[config.mk]
export PLATFORM = sky130hd
export DESIGN_NAME = upg_loader
export DESIGN_NICKNAME = d
export VERILOG_FILES = /design/src/rtl/upg_loader.sv
export SDC_FILE = /design/constraint.sdc
export NUM_CORES = 1
export LEC_CHECK = 0
export CELL_PAD_IN_SITES_DETAIL_PLACEMENT = 0
export CELL_PAD_IN_SITES_GLOBAL_PLACEMENT = 1
export CORE_MARGIN = 3
export CORE_UTILIZATION = 40
export CTS_BUF_LIST = sky130_fd_sc_hd__clkbuf_4 sky130_fd_sc_hd__clkbuf_8 sky130_fd_sc_hd__clkbuf_16
export DETAILED_ROUTE_END_ITERATION = 10
export GPL_TIMING_DRIVEN = 0
export MAX_ROUTING_LAYER = met4
export PLACE_DENSITY = 0.73
export REMOVE_ABC_BUFFERS = 1
export SYNTH_ARGS = -nofsm -noshare
export SYNTH_HDL_FRONTEND = slang
export SYNTH_SLANG_ARGS = --single-unit
[constraint.sdc]
create_clock -name upg_clk_i -period 3.9 [get_ports upg_clk_i]
set_input_delay 0.39 -clock upg_clk_i [delete_from_list [all_inputs] [get_ports upg_clk_i]]
set_output_delay 0.39 -clock upg_clk_i [all_outputs]
set_load 0.05 [all_outputs]
[src/rtl/upg_loader.sv]
`default_nettype none
// ============================================================================
// Module   : upg_loader
// Purpose  : UART-fed memory upgrade loader. Parses a frame
//              SEL, CNT_LO, CNT_HI, CNT*4 data bytes (little-endian words)
//            and emits one write pulse per assembled 32-bit word into the
//            instruction RAM (SEL=0x00) or data RAM (SEL=0x01).
// Option   : UPG_LOADER_CHECKSUM_EN -- when defined, one trailing byte must
//            equal the XOR of all data bytes for the frame to complete.
// Ports    : upg_clk_i   in   UPG clock, all state on rising edge
//            upg_rst_i   in   asynchronous active-high reset
//            rx_valid_i  in   one-cycle strobe, rx_data_i holds a byte
//            rx_data_i   in   [7:0] received byte
//            upg_wen_o   out  one-cycle write pulse per word
//            upg_adr_o   out  [14:0] bit14 target RAM, bits13:0 word index
//            upg_dat_o   out  [31:0] word to write
//            upg_done_o  out  sticky frame-complete flag
//            busy_o      out  frame in progress
//            err_o       out  sticky frame-aborted flag
// Revision : 1.0 - initial release
// ============================================================================
module upg_loader #(
  parameter int TIMEOUT_CYCLES = 1000000,
  parameter int MAX_WORDS      = 16384
) (
  input  logic        upg_clk_i,
  input  logic        upg_rst_i,
  input  logic        rx_valid_i,
  input  logic [7:0]  rx_data_i,
  output logic        upg_wen_o,
  output logic [14:0] upg_adr_o,
  output logic [31:0] upg_dat_o,
  output logic        upg_done_o,
  output logic        busy_o,
  output logic        err_o
);

  localparam int              c_TW        = $clog2(TIMEOUT_CYCLES + 1);
  localparam logic [c_TW-1:0] c_TO_LAST   = c_TW'(TIMEOUT_CYCLES - 1);
  localparam logic [c_TW-1:0] c_TO_ONE    = c_TW'(1);
  localparam logic [16:0]     c_MAX_WORDS = 17'(MAX_WORDS);

  typedef enum logic [2:0] {
    S_IDLE  = 3'd0,
    S_CNT_L = 3'd1,
    S_CNT_H = 3'd2,
    S_DATA  = 3'd3,
`ifdef UPG_LOADER_CHECKSUM_EN
    S_CHK   = 3'd4,
`endif
    S_DONE  = 3'd5,
    S_ERR   = 3'd6
  } state_t;

  state_t          r_state;
  logic            r_sel;
  logic [15:0]     r_cnt;
  logic [14:0]     r_widx;     // 15 bits so r_widx+1 can reach CNT without wrap
  logic [1:0]      r_bcnt;
  logic [23:0]     r_word;     // first three bytes of the current word
  logic            r_fin;      // last word pulsed; DONE follows one cycle later
  logic [c_TW-1:0] r_to;
  logic            r_wen;
  logic [14:0]     r_adr;
  logic [31:0]     r_dat;
  logic            r_done;
  logic            r_busy;
  logic            r_err;
`ifdef UPG_LOADER_CHECKSUM_EN
  logic [7:0]      r_xor;
`endif

  logic [15:0] w_cnt;
  logic        w_last;
  logic        w_to_hit;

  assign w_cnt    = {rx_data_i, r_cnt[7:0]};
  assign w_last   = (({1'b0, r_widx} + 16'd1) == r_cnt);
  // Counter would reach TIMEOUT_CYCLES on this edge with no byte arriving.
  assign w_to_hit = (r_to == c_TO_LAST) && !rx_valid_i;

  always_ff @(posedge upg_clk_i or posedge upg_rst_i) begin
    if (upg_rst_i) begin
      r_state <= S_IDLE;
      r_sel   <= 1'b0;
      r_cnt   <= 16'd0;
      r_widx  <= 15'd0;
      r_bcnt  <= 2'd0;
      r_word  <= 24'd0;
      r_fin   <= 1'b0;
      r_to    <= '0;
      r_wen   <= 1'b0;
      r_adr   <= 15'd0;
      r_dat   <= 32'd0;
      r_done  <= 1'b0;
      r_busy  <= 1'b0;
      r_err   <= 1'b0;
`ifdef UPG_LOADER_CHECKSUM_EN
      r_xor   <= 8'd0;
`endif
    end else begin
      r_wen <= 1'b0;
      case (r_state)
        S_IDLE: begin
          r_to <= '0;
          if (rx_valid_i) begin
            if (rx_data_i == 8'h00 || rx_data_i == 8'h01) begin
              r_sel   <= rx_data_i[0];
              r_state <= S_CNT_L;
              r_busy  <= 1'b1;
            end else begin
              r_state <= S_ERR;
              r_err   <= 1'b1;
            end
          end
        end

        S_CNT_L: begin
          if (rx_valid_i) begin
            r_to       <= '0;
            r_cnt[7:0] <= rx_data_i;
            r_state    <= S_CNT_H;
          end else if (w_to_hit) begin
            r_to    <= '0;
            r_state <= S_ERR;
            r_err   <= 1'b1;
            r_busy  <= 1'b0;
          end else begin
            r_to <= r_to + c_TO_ONE;
          end
        end

        S_CNT_H: begin
          if (rx_valid_i) begin
            r_to   <= '0;
            r_cnt  <= w_cnt;
            r_widx <= 15'd0;
            r_bcnt <= 2'd0;
            if (w_cnt == 16'd0) begin
              r_state <= S_DONE;
              r_done  <= 1'b1;
              r_busy  <= 1'b0;
            end else if ({1'b0, w_cnt} > c_MAX_WORDS) begin
              r_state <= S_ERR;
              r_err   <= 1'b1;
              r_busy  <= 1'b0;
            end else begin
              r_state <= S_DATA;
            end
          end else if (w_to_hit) begin
            r_to    <= '0;
            r_state <= S_ERR;
            r_err   <= 1'b1;
            r_busy  <= 1'b0;
          end else begin
            r_to <= r_to + c_TO_ONE;
          end
        end

        S_DATA: begin
          if (r_fin) begin
            // Final write pulse is on the outputs this cycle.
            r_fin   <= 1'b0;
            r_to    <= '0;
            r_state <= S_DONE;
            r_done  <= 1'b1;
            r_busy  <= 1'b0;
          end else if (rx_valid_i) begin
            r_to   <= '0;
            r_bcnt <= r_bcnt + 2'd1;
`ifdef UPG_LOADER_CHECKSUM_EN
            r_xor  <= r_xor ^ rx_data_i;
`endif
            if (r_bcnt == 2'd3) begin
              r_wen  <= 1'b1;
              r_dat  <= {rx_data_i, r_word};
              r_adr  <= {r_sel, r_widx[13:0]};
              r_widx <= r_widx + 15'd1;
              if (w_last) begin
`ifdef UPG_LOADER_CHECKSUM_EN
                r_state <= S_CHK;
`else
                r_fin   <= 1'b1;
`endif
              end
            end else begin
              // Shift right so the first byte lands in bits 7:0.
              r_word <= {rx_data_i, r_word[23:8]};
            end
          end else if (w_to_hit) begin
            r_to    <= '0;
            r_state <= S_ERR;
            r_err   <= 1'b1;
            r_busy  <= 1'b0;
          end else begin
            r_to <= r_to + c_TO_ONE;
          end
        end

`ifdef UPG_LOADER_CHECKSUM_EN
        S_CHK: begin
          if (rx_valid_i) begin
            r_to   <= '0;
            r_busy <= 1'b0;
            if (rx_data_i == r_xor) begin
              r_state <= S_DONE;
              r_done  <= 1'b1;
            end else begin
              r_state <= S_ERR;
              r_err   <= 1'b1;
            end
          end else if (w_to_hit) begin
            r_to    <= '0;
            r_state <= S_ERR;
            r_err   <= 1'b1;
            r_busy  <= 1'b0;
          end else begin
            r_to <= r_to + c_TO_ONE;
          end
        end
`endif

        S_DONE: r_to <= '0;
        S_ERR:  r_to <= '0;

        default: begin
          r_state <= S_ERR;
          r_err   <= 1'b1;
          r_busy  <= 1'b0;
          r_to    <= '0;
        end
      endcase
    end
  end

  assign upg_wen_o  = r_wen;
  assign upg_adr_o  = r_adr;
  assign upg_dat_o  = r_dat;
  assign upg_done_o = r_done;
  assign busy_o     = r_busy;
  assign err_o      = r_err;

endmodule
`default_nettype wire

==> flow_metrics.tcl <==
set metrics [dict create \
    status "complete, no violations" \
    cts-htree-levels 4 \
    grt_pass1_wl_um 23250 \
    irDropWorstVdd_mv 0.3027 \
    fmax_ghz 0.2815 \
    cts_tree "yes" \
    synth_edf_count 0 \
    boundaryPins 62 \
    slew_viol_final 0 \
    rsz0062_at_grt "false" \
    portBuffers 61 \
    drtIter0Drc 362 \
    final_cells 873 \
    hold_viol 0 \
    grt-ovfl-total 0 \
    synthArstFlopShare 1.000 \
    switchingPower_mw 1.028 \
    cts_sinks 133 \
    max-slew-margin-rel 0.1635 \
    p_per_area_nw_per_um2 529.7 \
    synth_area_um2 6170 \
    power.share.combinational 0.125 \
    setup_violations 0 \
    dp.cells 841 \
    ys_warn_count 0 \
    clk_path_buf_depth 2 \
    grt_max_degree 80 \
    worstSkewPairLatency_ns 0.41 \
    grt.total_usage 0.1791 \
    gp_congestion 0.8148 \
    min_period_ns 3.552 \
    root_buffer "clkbuf_16" \
    swShare 0.2553 \
    wl_um 13650 \
    routed-via-count 4550 \
    grt_pass1_vias 4475 \
    wl_per_cell_um 15.64 \
    ant_nets 0 \
    worstMarginPinSlew_ns 1.255 \
    n_antenna_cell 0 \
    synthFlopType "dfrtp_1" \
    skew_ns 0.005709 \
    crit_arrival_ns 3.87 \
    dieWidth_um 130.2 \
    hold_path_class "in2async" \
    cap_violations 0 \
    cp-start-kind "input port" \
    layout_commonest_cell "nand2_1" \
    cp_max_fo 59 \
    whs_ns 0.3928 \
    post-route-util 0.5135 \
    finalNetCount 690 \
    syn_inst 630 \
    required_ns 4.22 \
    crit_path_end_kind "flop" \
    avgSynthCellArea_um2 9.793 \
    fin_crit_sh 0.9107 \
    hpwl_um 8783 \
    final_layout_size_suffix_gt1_frac 0.1263 \
    ys_ff_latch 133 \
    start_util 0.4166 \
    rows 44 \
    antenna_found_initial 0 \
    cts_buffers 17 \
    cts_hold_buf 0 \
    path_class "in2reg" \
    synth_cell_types 54 \
    power.internal_mw 3.000 \
    die_h_um 130.2 \
    vias_per_cell 5.212 \
    path_clk_slew_ns 0.06 \
    layout_common_cells "nand2_1, dfrtp_1, clkdlybuf4s50_1" \
    syn2layout_area_growth_pct 23.26 \
    fp.dieArea_um2 16950 \
    leakage_nw 3.531 \
    first_pass_iters 4 \
    tns_ns 0 \
    p_clk_frac 0.471 \
    core_um2 14810 \
    p_seq_frac 0.404 \
    drc_errors 0 \
    ys_seq_area_frac 0.5394 \
]
## final timing paths
kind / from / to / slack (ns) / depth (start not counted)
max in group asynchronous: upg_rst_i / r_widx[13] / 2.76 / 3
min in group upg_clk_i: r_word[0] / upg_dat_o[0] / 0.46 / 2
min reg2reg: r_word[0] / upg_dat_o[0] / 0.46 / 2
max reg2reg: r_state[2] / r_fin / 0.40 / 8
max: rx_valid_i / r_fin / 0.35 / 9
min: upg_rst_i / upg_dat_o[10] / 0.39 / 2
## through the flow
stage	instance area, µm²	total power [mW]	setup slack [ns]
after global routing	7605	4.207	0.04442
after CTS	7605	4.065	0.3487
after detailed placement	6899	2.154	-0.4139
after floorplan	6005	1.988	-0.04440
after global placement	6845	2.138	-1.920
final	7605	4.028	0.3482
## per-layer routing
| layer | global-route usage | vias up | wire length [µm] |
|---|---|---|---|
| li1 | - | 2211 | - |
| met1 | 0.2465 | 2233 | 6736 |
| met2 | 0.2652 | 91 | 6201 |
| met3 | 0.03397 | 15 | 518 |
| met4 | 0.06479 | 0 | 195 |
| met5 | - | - | 0 |
## synthesized netlist by cell type (3+ instances only)
cell type,instances,area (µm²)
a21oi_1,11,55.05
and3_1,9,56.30
buf_1,4,15.01
inv_1,5,18.77
mux2i_1,5,50.05
nand4_1,5,31.28
nand2_1,179,671.9
nand3_1,18,90.09
buf_6,3,33.78
o31ai_1,6,45.04
clkbuf_1,23,86.33
o21ai_0,29,145.1
mux2_2,41,461.7
nor4_1,6,37.54
xor2_1,21,183.9
nand2b_1,4,25.02
dfrtp_1,133,3328
nor3_1,13,65.06
nor2_1,43,161.4
buf_2,6,30.03
ha_1,3,37.54
xnor2_1,18,157.7
and4_1,5,43.79
## cell families after synthesis
family / synth area share
xor gates and xnor gates: 0.05536
adders and majority gates: 0.006085
and+or+nand+nor: 0.2174
buffers and inverters: 0.03042
AOI/OAI and AO/OA: 0.06835
muxes: 0.08294
DFF: 0.5394
## worst max-delay path: stages
cell and delay (ns):
clkdlybuf4s50_1 0.75, nand2b_1 0.27, or3_2 0.74, buf_12 0.28, inv_4 0.48, nand4_1 0.22
nor4_1 0.29, o2111ai_1 0.19, o31ai_2 0.22
## flip-flops by register name, summed over array words and instances (netlist names)
| register | cells |
|---|---|
| upg_dat_o | 32 |
| r_word | 24 |
| r_to | 20 |
| r_cnt | 16 |
| r_widx | 15 |
| upg_adr_o | 15 |
| r_state | 3 |
| r_bcnt | 2 |
| busy_o | 1 |
| err_o | 1 |
| r_fin | 1 |
| r_sel | 1 |
| upg_done_o | 1 |
| upg_wen_o | 1 |
## power groups by stage
stage	combinational [mW]	clock [mW]	sequential, mW
detailed placement	0.505	0	1.65
CTS	0.509	1.93	1.63
global route	0.562	1.99	1.65
finish	0.503	1.90	1.63
global placement	0.490	0	1.65
floorplan	0.348	0	1.64
## repair_timing
item                                    4_1_cts  5_1_grt
endpoints found under the setup margin        1        0
buffers inserted                              0        0
endpoints found under the hold margin         0        0
resized for setup                             1        0
## layout make-up
cell class,count,area [µm²]
clock buffer,19,452.9
timing repair buffer,63,658.1
fill,1322,7204
tap,184,230.2
clock inverter,13,250.2
multi-input combinational,455,2655
inverter,6,30.03
sequential,133,3328
Note: power is estimated with default switching activity, not from simulation.
